===== src/rtl/mar_ram_if.sv =====
// W-bus and program-port signal bundle for the SAP-1 MAR/RAM block.
// The master side drives control, address and write requests.
// The slave side (mar_ram) returns read data, handshake status and debug state.
interface mar_ram_if #(
  parameter int ADDR_WIDTH = 4,
  parameter int DATA_WIDTH = 8
);
  logic                  Lm_n;
  logic                  Ce_n;
  logic [ADDR_WIDTH-1:0] w_bus_addr;
  logic [DATA_WIDTH-1:0] w_bus_data;
  logic                  w_bus_data_oe;
  logic                  prog_en;
  logic                  prog_valid;
  logic [ADDR_WIDTH-1:0] prog_addr;
  logic [DATA_WIDTH-1:0] prog_data;
  logic                  prog_ready;
  logic                  prog_mode;
  logic [ADDR_WIDTH-1:0] mar_q;
  logic [ADDR_WIDTH:0]   prog_count;

  modport master (
    output Lm_n, Ce_n, w_bus_addr, prog_en, prog_valid, prog_addr, prog_data,
    input  w_bus_data, w_bus_data_oe, prog_ready, prog_mode, mar_q, prog_count
  );

  modport slave (
    input  Lm_n, Ce_n, w_bus_addr, prog_en, prog_valid, prog_addr, prog_data,
    output w_bus_data, w_bus_data_oe, prog_ready, prog_mode, mar_q, prog_count
  );
endinterface


===== src/rtl/mar_ram.sv =====
// SAP-1 memory address register plus 2**ADDR_WIDTH x DATA_WIDTH RAM.
// Read path is combinational from MAR; MAR load and RAM write take effect at the next edge.
// Program port accepts one write per two cycles (ready drops for one recovery cycle).
module mar_ram #(
  parameter int ADDR_WIDTH = 4,
  parameter int DATA_WIDTH = 8
) (
  input  logic        CLK_n,
  input  logic        CLR,
  mar_ram_if.slave    bus
);

  localparam int DEPTH = 2 ** ADDR_WIDTH;
  localparam logic [ADDR_WIDTH:0] CNT_MAX = {1'b1, {ADDR_WIDTH{1'b0}}};

  typedef enum logic [1:0] {
    RUN       = 2'd0,
    PROG_IDLE = 2'd1,
    PROG_WR   = 2'd2
  } state_t;

  state_t                state_q, state_d;
  logic [ADDR_WIDTH-1:0] addr_q, addr_d;
  logic [ADDR_WIDTH:0]   count_q, count_d;
  logic                  wr_en;
  logic [DATA_WIDTH-1:0] mem [DEPTH];

  // State, MAR and write counter registers; CLR overrides everything.
  always_ff @(posedge CLK_n) begin
    if (CLR) begin
      state_q <= RUN;
      addr_q  <= '0;
      count_q <= '0;
    end else begin
      state_q <= state_d;
      addr_q  <= addr_d;
      count_q <= count_d;
    end
  end

  // Next-state logic: bus operations in RUN take precedence over a mode request.
  always_comb begin
    state_d = state_q;
    addr_d  = addr_q;
    count_d = count_q;
    wr_en   = 1'b0;
    unique case (state_q)
      RUN: begin
        if (!bus.Lm_n) begin
          addr_d = bus.w_bus_addr;
        end
        if (bus.prog_en && bus.Lm_n && bus.Ce_n) begin
          state_d = PROG_IDLE;
          count_d = '0;
        end
      end
      PROG_IDLE: begin
        if (bus.prog_valid) begin
          wr_en   = 1'b1;
          addr_d  = bus.prog_addr;
          count_d = (count_q == CNT_MAX) ? count_q : count_q + 1'b1;
          state_d = PROG_WR;
        end else if (!bus.prog_en) begin
          state_d = RUN;
        end
      end
      PROG_WR: begin
        state_d = bus.prog_en ? PROG_IDLE : RUN;
      end
      default: begin
        state_d = RUN;
      end
    endcase
  end

  // RAM write port; not reset, and a write colliding with CLR is dropped.
  always_ff @(posedge CLK_n) begin
    if (wr_en && !CLR) begin
      mem[bus.prog_addr] <= bus.prog_data;
    end
  end

  assign bus.prog_ready    = (state_q == PROG_IDLE);
  assign bus.prog_mode     = (state_q != RUN);
  assign bus.w_bus_data_oe = (state_q == RUN) && !bus.Ce_n;
  assign bus.w_bus_data    = bus.w_bus_data_oe ? mem[addr_q] : '0;
  assign bus.mar_q         = addr_q;
  assign bus.prog_count    = count_q;

endmodule


===== src/flat_wrapper.sv =====
// flat-port wrapper written by rule: the top's interface ports become plain ports
module mar_ram_flat 
#(
  parameter int ADDR_WIDTH = 4,
  parameter int DATA_WIDTH = 8
)
  (CLK_n, CLR, bus_Lm_n, bus_Ce_n, bus_w_bus_addr, bus_prog_en, bus_prog_valid, bus_prog_addr, bus_prog_data, bus_w_bus_data, bus_w_bus_data_oe, bus_prog_ready, bus_prog_mode, bus_mar_q, bus_prog_count);
  mar_ram_if #(.ADDR_WIDTH(ADDR_WIDTH), .DATA_WIDTH(DATA_WIDTH)) bus_i ();
  input  logic CLK_n;
  input  logic CLR;
  input wire logic [$bits(bus_i.Lm_n)-1:0] bus_Lm_n;
  input wire logic [$bits(bus_i.Ce_n)-1:0] bus_Ce_n;
  input wire logic [$bits(bus_i.w_bus_addr)-1:0] bus_w_bus_addr;
  input wire logic [$bits(bus_i.prog_en)-1:0] bus_prog_en;
  input wire logic [$bits(bus_i.prog_valid)-1:0] bus_prog_valid;
  input wire logic [$bits(bus_i.prog_addr)-1:0] bus_prog_addr;
  input wire logic [$bits(bus_i.prog_data)-1:0] bus_prog_data;
  output wire logic [$bits(bus_i.w_bus_data)-1:0] bus_w_bus_data;
  output wire logic [$bits(bus_i.w_bus_data_oe)-1:0] bus_w_bus_data_oe;
  output wire logic [$bits(bus_i.prog_ready)-1:0] bus_prog_ready;
  output wire logic [$bits(bus_i.prog_mode)-1:0] bus_prog_mode;
  output wire logic [$bits(bus_i.mar_q)-1:0] bus_mar_q;
  output wire logic [$bits(bus_i.prog_count)-1:0] bus_prog_count;
  assign bus_i.Lm_n = bus_Lm_n;
  assign bus_i.Ce_n = bus_Ce_n;
  assign bus_i.w_bus_addr = bus_w_bus_addr;
  assign bus_i.prog_en = bus_prog_en;
  assign bus_i.prog_valid = bus_prog_valid;
  assign bus_i.prog_addr = bus_prog_addr;
  assign bus_i.prog_data = bus_prog_data;
  assign bus_w_bus_data = bus_i.w_bus_data;
  assign bus_w_bus_data_oe = bus_i.w_bus_data_oe;
  assign bus_prog_ready = bus_i.prog_ready;
  assign bus_prog_mode = bus_i.prog_mode;
  assign bus_mar_q = bus_i.mar_q;
  assign bus_prog_count = bus_i.prog_count;
  mar_ram #(.ADDR_WIDTH(ADDR_WIDTH), .DATA_WIDTH(DATA_WIDTH)) u_core (.CLK_n(CLK_n), .CLR(CLR), .bus(bus_i));
endmodule

===== config.mk =====
export PLATFORM = sky130hd
export DESIGN_NAME = mar_ram_flat
export DESIGN_NICKNAME = d
export VERILOG_FILES = /design/src/rtl/mar_ram_if.sv /design/src/rtl/mar_ram.sv /design/src/flat_wrapper.sv
export SDC_FILE = /design/constraint.sdc
export NUM_CORES = 1
export LEC_CHECK = 0
export ABC_AREA = 1
export ABC_CLOCK_PERIOD_IN_PS = 1650
export CAP_MARGIN = 20
export CELL_PAD_IN_SITES_DETAIL_PLACEMENT = 1
export CELL_PAD_IN_SITES_GLOBAL_PLACEMENT = 1
export CORE_MARGIN = 2
export CORE_UTILIZATION = 42
export DETAILED_ROUTE_END_ITERATION = 16
export PLACE_DENSITY_LB_ADDON = 0.1
export SLEW_MARGIN = 40
export SYNTH_ARGS = -nofsm -noshare
export SYNTH_HDL_FRONTEND = slang
export SYNTH_SLANG_ARGS = --single-unit

===== constraint.sdc =====
create_clock -name CLK_n -period 1.65 [get_ports CLK_n]
set_input_delay 0.33 -clock CLK_n [delete_from_list [all_inputs] [get_ports CLK_n]]
set_output_delay 0.33 -clock CLK_n [all_outputs]
set_load 0.01 [all_outputs]

==> qor.yml, run 1 <==
cts:
  cts_tree: "yes"
  htreeDepth: 4
  cts_buffers: 17
  clock_sinks: 143
  clkTransAtPathRegs_ns: 0.06
  clkLatencyLatePin_ns: 0.43
  clockBufferDepth: 2
  cts_root_buf: "clkbuf_16"
job:
  cap_violations: 0
die:
  die_w_microns: 126
  core_area_sq_um: 14500
  die_h_microns: 126
  io_pins: 42
  start_util_pct: 42.9
  die-area_sq_um: 15800
  row_count: 44
yosys:
  yosysTopAreaCellShare_pct: 61.7
  syn-num-nets: 649
  synthCells: 625
  ys_top_cells_by_area: "edfxtp_1 62%, nand2_1 13%, nand3_1 7.0%"
  yosys.area.top_type: "edfxtp_1"
  ys_seq_elements: 143
  synth.distinct_cells: 22
  ys_seq_area_share_pct: 66.5
  netlist_area_sq_um: 6230
  synth_area_per_cell_sq_um: 9.97
  yosysWarnings: 0
cells_and_area:
  finalInstanceArea_sq_um: 8720
  syn_to_final_growth_pct: 40.0
  nets: 763
  drive_above_1_share_pct: 28.8
  final_util_pct: 60.0
  mostFrequentLayoutCell: "nand2_1"
  n_antenna_cell: 0
  fill_cells: 1543
  fin_cells: 935
  most-common-layout-cells: "188 x nand2_1, 128 x edfxtp_1, 79 x inv_1, 53 x nand3_1, 31 x buf_4"
placement:
  placed_cell_area_sq_um: 7270
  place_hpwl_mm: 11.5
  place_ws_ns: -0.523
  place_congestion: 0.808
  post-place-cells: 890
  io_buffers: 41
sta:
  final.period_utilization_pct: 133
  fin_hold_ws_ns: 0.521
  clock.fmax_ghz: 0.457
  setup_slack_ns: -0.537
  worstMarginPinSlew_ns: 0.649
  clock_skew_ns: 0.00667
  hold_viol_final: 0
  setup-tns-final_ns: -8.22
  drv_slew: 0
  rsz0062_at_grt: "true"
  fin_crit_ns: 2.19
  setup_viol: 113
  slew_headroom_pct: 56.6
global_routing:
  grt_pass1_vias: 5286
  grt_pass1_wl_mm: 29.7
  grt_usage_pct: 25.3
  grt_overflow_total: 0
  grt_antenna_before_repair: 0
  grt_max_degree: 21
hold_path:
  hold_path_class: "register to register"
  hp-start: "u_core.bus.prog_count[2]$_SDFFE_PP0P_"
  min_path_cells: 2
  min_to: "u_core.bus.prog_count[2]$_SDFFE_PP0P_"
power:
  power_density_nw_per_um2: 1030
  p_leak_nw: 3.65
  total_power_mw: 8.98
  ir_worst_vdd_v: 0.000822
worst_setup_path:
  required_ns: 1.32
  reg2reg_setup_slack_ns: -0.09
  end_kind: "primary output"
  crit_arrival_ns: 1.86
  path_max_fanout: 19
  worst-r2r-cell-count: 9
  start_kind: "register"
  worstSetupPathType: "register to primary output"
  r2r-end: "u_core.mem[7][3]$_DFFE_PP_"
  r2r_start: "u_core.state_q[0]$_SDFFE_PP0P_"
detailed_routing:
  vias_per_cell: 5.25
  wirelength_mm: 19.7
  postRouteAntennaNets: 0
  dr_total_vias: 4907
  wire_per_inst_microns: 21.1
  first_iter_violations: 403
  route.detailed.drc: 0
  firstDrtPassIters: 5
outcome:
  violations: "setup timing"
  outcome: "complete, but fails checks"
-- metal layers --
metal | global-route usage [%] | share of wire (%)
met1 | 30.6 | 40
met5 | 0 | 0
met2 | 44.7 | 52
met3 | 4.67 | 4.3
met4 | 10.7 | 3.3
-- cell families after synthesis --
kind of cell / count (synthesis) / synth area share, %
compound gates: 24 / 1.97
fa+ha+maj: 2 / 0.402
buf+inv: 111 / 7.77
flops: 143 / 66.5
simple gates: 345 / 23.4
-- synth_stat cells --
master / count
buf_6: 5
nor2_1: 37
nor3_1: 1
o21bai_1: 1
o21ai_0: 12
ha_1: 2
inv_2: 5
edfxtp_1: 128
dfxtp_1: 15
or2_1: 1
a21oi_1: 11
nand3_2: 4
nand2_1: 208
inv_1: 81
buf_1: 1
nand4_1: 2
buf_4: 3
clkbuf_1: 1
nand3_1: 87
buf_2: 15
nor2_4: 1
nand2_2: 4
-- worst max path at each step --
stage	start	to	slack, ns	depth (start not counted)
after floorplan	u_core.state_q[0]$_SDFFE_PP0P_	u_core.mem[12][0]$_DFFE_PP_	-0.02	6
after global placement	bus_Ce_n	bus_w_bus_data[7]	-0.48	5
after detailed placement	bus_Ce_n	bus_w_bus_data[7]	-0.52	5
after CTS	register	bus_w_bus_data[6]	-0.46	9
after global routing	register	bus_w_bus_data[3]	-0.60	8
final	register	bus_w_bus_data[3]	-0.54	8
-- state kept, by name, summed over array words and instances (netlist names), named ones only --
signal                 flops
u_core.state_q             2
u_core.bus.mar_q           4
u_core.bus.prog_count      5
u_core.mem               128
-- cell type report --
cell class,instances,area [sq um],share of cell area [%]
flip-flops and latches,143,4150,47.6
well taps,184,230,2.64
clock buffers,19,433,4.96
inverters,86,335,3.85
multi-input cells,371,2080,23.8
repair buffers,120,1350,15.5
clock inverters,12,145,1.66
-- timing repair --
action / CTS / global route
pin swaps: 31 / 17
gates resized for setup: 152 / 74
setup buffers: 8 / 1
hold buffers: 0 / 0
gates cloned: 5 / 2
setup endpoints to repair: 125 / 141
-- report_power, final --
| part | switching, mW | total, mW | internal, mW |
|---|---|---|---|
| Sequential | 0.0326 | 4.00 | 3.97 |
| Combinational | 0.672 | 1.14 | 0.470 |
| Clock | 1.49 | 3.84 | 2.35 |
-- critical path: stages (launching register included) --
cell and delay (ns):
dfxtp_4 0.44, clkinv_8 0.12, buf_12 0.18, nand2_1 0.07, nand3_1 0.10, nand3_2 0.11
nand3_2 0.11, a21oi_2 0.13, buf_2 0.14
Power figures use the tool's default switching activity.
==> run 2, diff against run 1 <==
--- a/config.mk
+++ b/config.mk
@@ -8,12 +8,10 @@
 export ABC_AREA = 1
 export ABC_CLOCK_PERIOD_IN_PS = 1650
 export CAP_MARGIN = 20
-export CELL_PAD_IN_SITES_DETAIL_PLACEMENT = 1
-export CELL_PAD_IN_SITES_GLOBAL_PLACEMENT = 1
 export CORE_MARGIN = 2
-export CORE_UTILIZATION = 42
+export CORE_UTILIZATION = 39
 export DETAILED_ROUTE_END_ITERATION = 16
-export PLACE_DENSITY_LB_ADDON = 0.1
+export PLACE_DENSITY = 0.66
 export SLEW_MARGIN = 40
 export SYNTH_ARGS = -nofsm -noshare
 export SYNTH_HDL_FRONTEND = slang
==> qor.yml, run 2 (synthesis results as in run 1) <==
outcome:
  outcome: "complete, but fails checks"
  violations: "setup timing"
cells_and_area:
  n_antenna_cell: 0
  drive_above_1_share_pct: 26.7
  nets: 748
  mostFrequentLayoutCell: "nand2_1"
  finalInstanceArea_sq_um: 8420
  syn_to_final_growth_pct: 35.2
  largest_reg_flops: 128
  top_register: "u_core.mem"
  most-common-layout-cells: "195 x nand2_1, 128 x edfxtp_1, 79 x inv_1, 48 x nand3_1, 39 x nand3_2"
detailed_routing:
  firstDrtPassIters: 6
  postRouteAntennaNets: 0
  vias_per_cell: 4.89
  wire_per_inst_microns: 17.1
  first_iter_violations: 468
  wirelength_mm: 16.3
  route.detailed.drc: 0
  dr_total_vias: 4663
die:
  row_count: 46
  die_h_microns: 130
  io_pins: 42
  die_w_microns: 130
  die-area_sq_um: 17000
  core_area_sq_um: 15800
  start_util_pct: 39.5
cts:
  cts_root_buf: "clkbuf_16"
  clkLatencyLatePin_ns: 0.43
  clkTransAtPathRegs_ns: 0.06
  clockBufferDepth: 2
  htreeDepth: 4
  cts_hold_buffers: 0
  cts_tree: "yes"
  cts_buffers: 17
  clock_sinks: 143
worst_setup_path:
  cp_common_cell: "nand3_1"
  required_ns: 1.32
  crit_family: "flip-flops"
  worstSetupPathType: "register to primary output"
  path_max_fanout: 13
  cp_cell_sequence: "inv_8 -> buf_12 -> nand2_1 -> nand3_1 -> nand3_1 -> nand3_1 -> a21oi_2 -> buf_2"
  critPathBufInv: 3
  start_kind: "register"
  slowest_stage: "dfxtp_4"
  cpPeakStageDelay_ns: 0.42
  crit_arrival_ns: 1.80
  end_kind: "primary output"
sta:
  rsz0062_at_grt: "true"
  slew_headroom_pct: 73.5
  hold_viol_final: 0
  drv_slew: 0
  fin_crit_ns: 2.13
  final.period_utilization_pct: 129
  clock_skew_ns: 0.00999
  setup-tns-final_ns: -13.45
  setup_slack_ns: -0.481
  clock.fmax_ghz: 0.469
  setup_viol: 137
  worstMarginPinSlew_ns: 0.397
power:
  ir_worst_vdd_v: 0.000879
  total_power_mw: 8.76
  p_leak_nw: 3.49
  power_density_nw_per_um2: 1040
global_routing:
  grt_overflow_total: 0
  grt_pass1_vias: 4508
  grt_antenna_before_repair: 0
  grt_usage_pct: 19.7
  grt_pass1_wl_mm: 24.3
  grt_max_degree: 29
placement:
  place_hpwl_mm: 9.90
  place_ws_ns: -0.562
  placed_cell_area_sq_um: 7230
  place_congestion: 0.902
  io_buffers: 41
job:
  cap_violations: 0
hold_path:
  hold_path_class: "input port to register"
==> run 2: cell types whose count changed in the layout (fill, tap and decap cells not counted), sizes merged <==
cell,delta
buf,-13
bufinv,-1
clkbuf,+6
clkdlybuf4s15,-1
clkinv,-5
clkinvlp,-1
inv,+1
==> run 2: power by group <==
| group | total [mW] | switching, mW | internal (mW) |
|---|---|---|---|
| Sequential | 4.00 | 0.0354 | 3.97 |
| Combinational | 1.00 | 0.603 | 0.401 |
| Clock | 3.76 | 1.38 | 2.38 |
==> run 2: stage by stage <==
| stage | cells | hold WS (ns) | utilization [%] |
|---|---|---|---|
| finish | 953 | 0.513 | 53.4 |
| global route | 953 | 0.521 | 53.4 |
| CTS | 949 | 0.503 | 50.8 |
| detailed placement | 911 | 0.538 | 45.9 |
| global placement | 911 | 0.529 | 45.9 |
| floorplan | 625 | 0.399 | - |
==> run 2: worst paths after layout <==
kind | startpoint | cells after the start | slack (ns) | end
setup / recovery | register | 8 | -0.48 | bus_w_bus_data[7]
hold / removal | bus_prog_en | 3 | 0.51 | u_core.state_q[0]$_SDFFE_PP0P_
setup reg to reg | u_core.state_q[1]$_SDFFE_PP0P_ | 9 | -0.10 | u_core.mem[12][5]$_DFFE_PP_
hold reg to reg | u_core.bus.prog_count[0]$_SDFFE_PP0P_ | 2 | 0.55 | u_core.bus.prog_count[0]$_SDFFE_PP0P_
==> run 2: cell type report <==
class | instances | area, sq um
clock inverter | 6 | 82.6
tap | 216 | 270
inverter | 86 | 333
sequential | 143 | 4150
clock buffer | 26 | 499
fill | 1335 | 7350
multi-input combinational | 371 | 2010
timing repair buffer | 105 | 1080
==> run 2: worst min-delay path, cell delays in order <==
cell             delay [ns]
clkdlybuf4s50_1        0.42
nand4_1                0.10
a21oi_1                0.04
==> run 2: layer usage <==
| layer | global-route usage (%) | vias to the layer above | share of wire [%] |
|---|---|---|---|
| met5 | 0 | - | 0 |
| met2 | 31.3 | 213 | 47 |
| met4 | 8.32 | 0 | 2.7 |
| met1 | 26.0 | 2180 | 43 |
| li1 | - | 2239 | - |
| met3 | 4.85 | 31 | 8.1 |
==> run 2: what timing repair did <==
item,4_1_cts,5_1_grt
resized for setup,95,100
setup endpoints to repair,111,139
pin swaps,10,27
setup buffers,4,6
gates cloned,2,2
